[config.mk]
export PLATFORM = sky130hd
export DESIGN_NAME = vram_scan_arbiter_flat
export DESIGN_NICKNAME = d
export VERILOG_FILES = /design/src/rtl/vram_scan_arbiter_if.sv /design/src/rtl/vram_scan_arbiter.sv /design/src/flat_wrapper.sv
export SDC_FILE = /design/constraint.sdc
export NUM_CORES = 1
export LEC_CHECK = 0
export ABC_AREA = 0
export CAP_MARGIN = 40
export CELL_PAD_IN_SITES_DETAIL_PLACEMENT = 0
export CELL_PAD_IN_SITES_GLOBAL_PLACEMENT = 1
export CORE_MARGIN = 4
export CORE_UTILIZATION = 25
export CTS_CLUSTER_DIAMETER = 100
export DETAILED_ROUTE_END_ITERATION = 16
export GPL_TIMING_DRIVEN = 0
export PLACE_DENSITY_LB_ADDON = 0.1
export SLEW_MARGIN = 20
export SYNTH_ARGS = -nofsm -noshare
export SYNTH_HDL_FRONTEND = slang
export SYNTH_SLANG_ARGS = --single-unit
[constraint.sdc]
create_clock -name clk -period 3.95 [get_ports clk]
set_input_delay 0.79 -clock clk [delete_from_list [all_inputs] [get_ports clk]]
set_output_delay 0.79 -clock clk [all_outputs]
set_load 0.02 [all_outputs]
[src/rtl/vram_scan_arbiter_if.sv]
// rtl/vram_scan_arbiter_if.sv - fetch, line-buffer, host and VRAM signals of the scan arbiter
interface vram_scan_arbiter_if #(
  parameter int ADDR_W = 17,
  parameter int DATA_W = 16,
  parameter int LB_AW  = 8
) ();
  logic              fetch_start;
  logic [9:0]        fetch_line;
  logic              fetch_busy;
  logic              fetch_done;
  logic              fetch_overrun;
  logic              lb_we;
  logic [LB_AW-1:0]  lb_addr;
  logic [DATA_W-1:0] lb_wdata;
  logic              host_valid;
  logic              host_ready;
  logic              host_we;
  logic [ADDR_W-1:0] host_addr;
  logic [DATA_W-1:0] host_wdata;
  logic              host_rvalid;
  logic [DATA_W-1:0] host_rdata;
  logic              mem_en;
  logic              mem_we;
  logic [ADDR_W-1:0] mem_addr;
  logic [DATA_W-1:0] mem_wdata;
  logic [DATA_W-1:0] mem_rdata;

  modport master (
    output fetch_start, fetch_line, host_valid, host_we, host_addr, host_wdata, mem_rdata,
    input  fetch_busy, fetch_done, fetch_overrun, lb_we, lb_addr, lb_wdata,
           host_ready, host_rvalid, host_rdata, mem_en, mem_we, mem_addr, mem_wdata
  );

  modport slave (
    input  fetch_start, fetch_line, host_valid, host_we, host_addr, host_wdata, mem_rdata,
    output fetch_busy, fetch_done, fetch_overrun, lb_we, lb_addr, lb_wdata,
           host_ready, host_rvalid, host_rdata, mem_en, mem_we, mem_addr, mem_wdata
  );
endinterface

[src/rtl/vram_scan_arbiter.sv]
// rtl/vram_scan_arbiter.sv - VRAM arbiter: scanline prefetch bursts with priority, host served when idle
module vram_scan_arbiter #(
  parameter int ADDR_W         = 17,
  parameter int DATA_W         = 16,
  parameter int WORDS_PER_LINE = 200,
  parameter int LB_AW          = 8
) (
  input logic              clk,
  input logic              rst,
  vram_scan_arbiter_if.slave bus
);
  typedef enum logic {IDLE, FETCH} state_t;

  state_t            state_q, state_d;
  logic [ADDR_W-1:0] base_q, base_d;
  logic [LB_AW-1:0]  idx_q, idx_d;
  logic [LB_AW-1:0]  tag_idx_q, tag_idx_d;
  logic              tag_fetch_q, tag_fetch_d;
  logic              tag_host_q, tag_host_d;
  logic              overrun_q, overrun_d;

  logic              host_ready_c;
  logic              mem_en_c, mem_we_c;
  logic [ADDR_W-1:0] mem_addr_c;
  logic [DATA_W-1:0] mem_wdata_c;
  logic [DATA_W-1:0] rdata;
  logic              last_word;

  assign last_word = (idx_q == LB_AW'(WORDS_PER_LINE - 1));
  assign rdata     = bus.mem_rdata;

  always_comb begin
    state_d      = state_q;
    base_d       = base_q;
    idx_d        = idx_q;
    tag_idx_d    = tag_idx_q;
    tag_fetch_d  = 1'b0;
    tag_host_d   = 1'b0;
    overrun_d    = 1'b0;
    host_ready_c = 1'b0;
    mem_en_c     = 1'b0;
    mem_we_c     = 1'b0;
    mem_addr_c   = bus.host_addr;
    mem_wdata_c  = bus.host_wdata;
    case (state_q)
      IDLE: begin
        host_ready_c = 1'b1;
        mem_en_c     = bus.host_valid;
        mem_we_c     = bus.host_valid & bus.host_we;
        tag_host_d   = bus.host_valid & ~bus.host_we;
        if (bus.fetch_start) begin
          // Product wraps modulo 2^ADDR_W by truncation.
          base_d  = ADDR_W'(bus.fetch_line) * ADDR_W'(WORDS_PER_LINE);
          idx_d   = '0;
          state_d = FETCH;
        end
      end
      FETCH: begin
        mem_en_c    = 1'b1;
        mem_addr_c  = base_q + ADDR_W'(idx_q);
        tag_fetch_d = 1'b1;
        tag_idx_d   = idx_q;
        idx_d       = idx_q + LB_AW'(1);
        overrun_d   = bus.fetch_start;
        if (last_word) begin
          state_d = IDLE;
        end
      end
      default: state_d = IDLE;
    endcase
  end

  always_ff @(posedge clk) begin
    if (rst) begin
      state_q     <= IDLE;
      base_q      <= '0;
      idx_q       <= '0;
      tag_idx_q   <= '0;
      tag_fetch_q <= 1'b0;
      tag_host_q  <= 1'b0;
      overrun_q   <= 1'b0;
    end else begin
      state_q     <= state_d;
      base_q      <= base_d;
      idx_q       <= idx_d;
      tag_idx_q   <= tag_idx_d;
      tag_fetch_q <= tag_fetch_d;
      tag_host_q  <= tag_host_d;
      overrun_q   <= overrun_d;
    end
  end

  assign bus.fetch_busy    = (state_q == FETCH);
  assign bus.fetch_done    = tag_fetch_q && (tag_idx_q == LB_AW'(WORDS_PER_LINE - 1));
  assign bus.fetch_overrun = overrun_q;
  assign bus.lb_we         = tag_fetch_q;
  assign bus.lb_addr       = tag_idx_q;
  assign bus.lb_wdata      = rdata;
  assign bus.host_ready    = host_ready_c;
  assign bus.host_rvalid   = tag_host_q;
  assign bus.host_rdata    = rdata;
  assign bus.mem_en        = mem_en_c;
  assign bus.mem_we        = mem_we_c;
  assign bus.mem_addr      = mem_addr_c;
  assign bus.mem_wdata     = mem_wdata_c;
endmodule

[src/flat_wrapper.sv]
// flat-port wrapper written by rule: the top's interface ports become plain ports
module vram_scan_arbiter_flat 
#(
  parameter int ADDR_W         = 17,
  parameter int DATA_W         = 16,
  parameter int WORDS_PER_LINE = 200,
  parameter int LB_AW          = 8
)
  (clk, rst, bus_fetch_start, bus_fetch_line, bus_host_valid, bus_host_we, bus_host_addr, bus_host_wdata, bus_mem_rdata, bus_fetch_busy, bus_fetch_done, bus_fetch_overrun, bus_lb_we, bus_lb_addr, bus_lb_wdata, bus_host_ready, bus_host_rvalid, bus_host_rdata, bus_mem_en, bus_mem_we, bus_mem_addr, bus_mem_wdata);
  vram_scan_arbiter_if #(.ADDR_W(ADDR_W), .DATA_W(DATA_W), .LB_AW(LB_AW)) bus_i ();
  input logic clk;
  input logic rst;
  input wire logic [$bits(bus_i.fetch_start)-1:0] bus_fetch_start;
  input wire logic [$bits(bus_i.fetch_line)-1:0] bus_fetch_line;
  input wire logic [$bits(bus_i.host_valid)-1:0] bus_host_valid;
  input wire logic [$bits(bus_i.host_we)-1:0] bus_host_we;
  input wire logic [$bits(bus_i.host_addr)-1:0] bus_host_addr;
  input wire logic [$bits(bus_i.host_wdata)-1:0] bus_host_wdata;
  input wire logic [$bits(bus_i.mem_rdata)-1:0] bus_mem_rdata;
  output wire logic [$bits(bus_i.fetch_busy)-1:0] bus_fetch_busy;
  output wire logic [$bits(bus_i.fetch_done)-1:0] bus_fetch_done;
  output wire logic [$bits(bus_i.fetch_overrun)-1:0] bus_fetch_overrun;
  output wire logic [$bits(bus_i.lb_we)-1:0] bus_lb_we;
  output wire logic [$bits(bus_i.lb_addr)-1:0] bus_lb_addr;
  output wire logic [$bits(bus_i.lb_wdata)-1:0] bus_lb_wdata;
  output wire logic [$bits(bus_i.host_ready)-1:0] bus_host_ready;
  output wire logic [$bits(bus_i.host_rvalid)-1:0] bus_host_rvalid;
  output wire logic [$bits(bus_i.host_rdata)-1:0] bus_host_rdata;
  output wire logic [$bits(bus_i.mem_en)-1:0] bus_mem_en;
  output wire logic [$bits(bus_i.mem_we)-1:0] bus_mem_we;
  output wire logic [$bits(bus_i.mem_addr)-1:0] bus_mem_addr;
  output wire logic [$bits(bus_i.mem_wdata)-1:0] bus_mem_wdata;
  assign bus_i.fetch_start = bus_fetch_start;
  assign bus_i.fetch_line = bus_fetch_line;
  assign bus_i.host_valid = bus_host_valid;
  assign bus_i.host_we = bus_host_we;
  assign bus_i.host_addr = bus_host_addr;
  assign bus_i.host_wdata = bus_host_wdata;
  assign bus_i.mem_rdata = bus_mem_rdata;
  assign bus_fetch_busy = bus_i.fetch_busy;
  assign bus_fetch_done = bus_i.fetch_done;
  assign bus_fetch_overrun = bus_i.fetch_overrun;
  assign bus_lb_we = bus_i.lb_we;
  assign bus_lb_addr = bus_i.lb_addr;
  assign bus_lb_wdata = bus_i.lb_wdata;
  assign bus_host_ready = bus_i.host_ready;
  assign bus_host_rvalid = bus_i.host_rvalid;
  assign bus_host_rdata = bus_i.host_rdata;
  assign bus_mem_en = bus_i.mem_en;
  assign bus_mem_we = bus_i.mem_we;
  assign bus_mem_addr = bus_i.mem_addr;
  assign bus_mem_wdata = bus_i.mem_wdata;
  vram_scan_arbiter #(.ADDR_W(ADDR_W), .DATA_W(DATA_W), .WORDS_PER_LINE(WORDS_PER_LINE), .LB_AW(LB_AW)) u_core (.clk(clk), .rst(rst), .bus(bus_i));
endmodule
==> results.txt <==
The worst-case IR drop observed on VDD is around 0.15 mV. The initial DRC count is roughly 120. The clock insertion delay at the later pin of the skew report came out at about 0.27 ns. The die width is around 120 um. Of all cell types, the one taking the most synthesized area is dfxtp_1. The number of buffers between clock root and the deepest sink came out at 2. In this run the clock root is driven by a clkbuf_16. The run finished with clean final reports.

By area the synthesized netlist is led by dfxtp_1, ha_1, buf_4. The number of primary I/O pins is ~150. The maximum number of pins on one net before global-route repair is 11. The layout has about 1200 filler cells. The number of input and output port buffers inserted came out at around 110. The synthesized netlist cell count came out at ~370. The row count is 39.

The largest fanout of any net on the critical path is 9. The final wirelength came out at 8800 um. Of the available clock period, the critical path in the final layout requires a little over 90%. The final number of max-transition violations came out at 0.

The power density over the cells came out at 305 nW/um2. The count of antenna diodes in the layout is 0. The congestion estimate from routability-driven global placement came to 0.752.

For the worst setup path, the data arrival time is 2.91 ns. The leakage power is roughly 1.9 nW. The routed via count divided by cell count came out at approximately 4.4.

Of all flip-flops after synthesis, the portion carrying an async set or reset was 0%. The summed area of non-filler cells in the final layout is 4470 um2. For this configuration, the core starts out at a cell density of 25.9%. The required time of the critical path is between 3 and 4 ns. The tightest min-delay check is of the flip-flop to flip-flop type. The register bit total from synthesis is 34. The summed instance area of the synthesized netlist came out at 2990 um2.

The overall die area is around 14000 um2. For this run, the register share of the synthesized area comes to a little under a quarter. The instance area after placement is ~4300 um2. The mean cell area of the mapped netlist came out at between 8 and 9 um2.

The post-route netlist has between 10% and 20% of its cells at a drive strength greater than 1. The total routing usage reported by global routing came out at around 13%. The wire length of the first global-routing pass is 14500 um. The number of antenna violations at the first check in global routing is 0. The Yosys step of the flow raised 0 warnings. The detailed-routing iteration count for the pre-antenna-repair pass came out at 4. The worst setup path is launched from a flip-flop.

The completed layout was analyzed and its total power is 1.36 mW. The vertical extent of the die came out at between 100 and 150 um. The H-tree generated during clock tree synthesis spans 2 levels.

In the final design database the tool counted around 600 nets. The clock net in this run drives a total of 34 sinks. Setup repair after global routing left no endpoint under its margin. The wire-length estimate of the detail-placed layout is 7350 um. The number of placed instances, taps included came out at between 600 and 700. The final cell count without fillers is ~630. The detailed-route DRC error count came out at 0. The final hold violation count came out at 0. Dividing the detail-routed wire length by the instance count gives ~14 um. The highest attainable clock frequency came out at 0.271 GHz. By count the netlist is led by buf_4, a21oi_1, ha_1.

The CTS tree is yes. At the pin with the least slew margin, the transition time is just over 0.6 ns. The worst hold slack is between 0.4 and 0.5 ns. The number of routed nets with antenna violations is 0.

In this run the biggest area consumer among cell types represents approximately 23% of the synthesized area. The overflow left after global routing is 0. The number of flops mapped to enable cells by yosys came out at 0.

The vias after detailed routing is roughly 2800. Counting every net in the synthesized netlist gives between 400 and 500. The region available for standard cell placement spans roughly 12000 um2. The final number of setup-violating endpoints is 0. The max capacitance violation total came out at 0. By instance count, the leading cell after synthesis is buf_4. The setup skew after layout came out at 0.00407 ns. The worst relative slew slack came out at between 50% and 60%. The critical path is of the flip-flop to output port type.

The clock edge transition at the registers on the reported setup and hold paths came out at 0.05 ns. The via count of the first global-routing pass came out at 2763. The worst setup path is captured at an output port.

For this run, the leading register cell type out of synthesis is dfxtp_1. The relative area change from synthesis to final layout is 49.3%. In this run, CTS created clock tree buffers numbering 5. The netlist uses 45 different library cells. The final critical-path required period is roughly 3.7 ns.
[registers in the layout, summed over array words and instances, names as in the netlist]
register	flops
u_core.base_q	14
u_core.bus.lb_addr	8
u_core.idx_q	8
u_core.bus.fetch_busy	1
u_core.bus.fetch_overrun	1
u_core.bus.host_rvalid	1
u_core.bus.lb_we	1
[final timing paths]
check / from / to / slack [ns] / cells past startpoint
worst max-delay path: u_core.idx_q[4] / bus_mem_addr[16] / 0.25 / 7
worst min-delay path: u_core.base_q[7] / u_core.base_q[7] / 0.46 / 2
worst max register to register: u_core.bus.fetch_busy / u_core.base_q[14] / 1.99 / 7
worst min register to register: u_core.base_q[7] / u_core.base_q[7] / 0.46 / 2
[cells in the final DEF, fill, tap and decap left out, types with 5 or more instances in the layout]
cell             instances
mux2i_1                  6
clkbuf_1                 5
fa_1                     6
dfxtp_1                 34
nor3_1                   9
inv_1                   20
xor2_1                   5
o21a_1                   5
buf_1                    5
o21ai_0                 13
nor2_1                  29
clkdlybuf4s50_1        112
a21oi_1                 39
clkbuf_16                5
nand2_1                 32
nand3_1                  9
xnor2_1                  9
ha_1                    38
buf_4                   48
[critical path, stage by stage, from the launching register on]
cell	delay, ns
dfxtp_1	0.41
ha_1	0.34
a21oi_1	0.14
o211ai_2	0.32
or4b_1	0.49
xor2_1	0.16
a21oi_1	0.14
clkdlybuf4s50_1	0.62
[what timing repair did]
action	4_1_cts	5_1_grt
buffers inserted	0	0
hold buffers	0	0
endpoints found under the setup margin	0	2
gates resized for setup	0	2
[stage by stage]
| stage | utilization (%) | TNS (ns) | setup slack (ns) |
|---|---|---|---|
| final | 38.6 | 0 | 0.254 |
| after global routing | 38.6 | 0 | 0.124 |
| after floorplan | - | 0 | 0.644 |
| after detailed placement | 37.1 | -0.412 | -0.197 |
| after global placement | 37.1 | -0.273 | -0.118 |
| after CTS | 38.6 | 0 | 0.0899 |
[layout make-up]
cell class                      count  area [um2]  share of cell area [%]
Sequential cell                    34         681                    15.2
Multi-Input combinational cell    255        1830                    40.9
Clock buffer                        6         139                    3.11
Buffer                             61         413                    9.24
Inverter                           21        78.8                    1.76
Clock inverter                      1        30.0                   0.672
Tap cell                          143         179                    4.00
Timing Repair Buffer              112        1120                    25.1
[kinds of logic (layout without fill, tap and decap cells)]
| logic type | after synthesis | count (layout) | synth area share [%] |
|---|---|---|---|
| AOI/OAI and AO/OA | 75 | 75 | 15.0 |
| xor gates and xnor gates | 14 | 14 | 4.10 |
| adders and majority gates | 44 | 44 | 19.9 |
| buffers and inverters | 82 | 201 | 16.4 |
| DFF | 34 | 34 | 22.7 |
| muxes | 9 | 9 | 3.14 |
| and+or+nand+nor | 113 | 113 | 18.7 |
[metal layers]
metal	up-vias	share of wire, %	wire, um	global-route usage [%]
met5	-	0	0	0
met4	0	0.57	50	2.20
met3	2	6.4	562	3.08
met2	102	44	3860	19.7
met1	1237	49	4330	17.7
li1	1473	-	-	-
[where the power goes]
part | internal, mW | switching (mW) | total, mW
combinational | 0.261 | 0.262 | 0.523
clock | 0.311 | 0.142 | 0.453
sequential | 0.365 | 0.0210 | 0.386
Power figures use the tool's default switching activity.
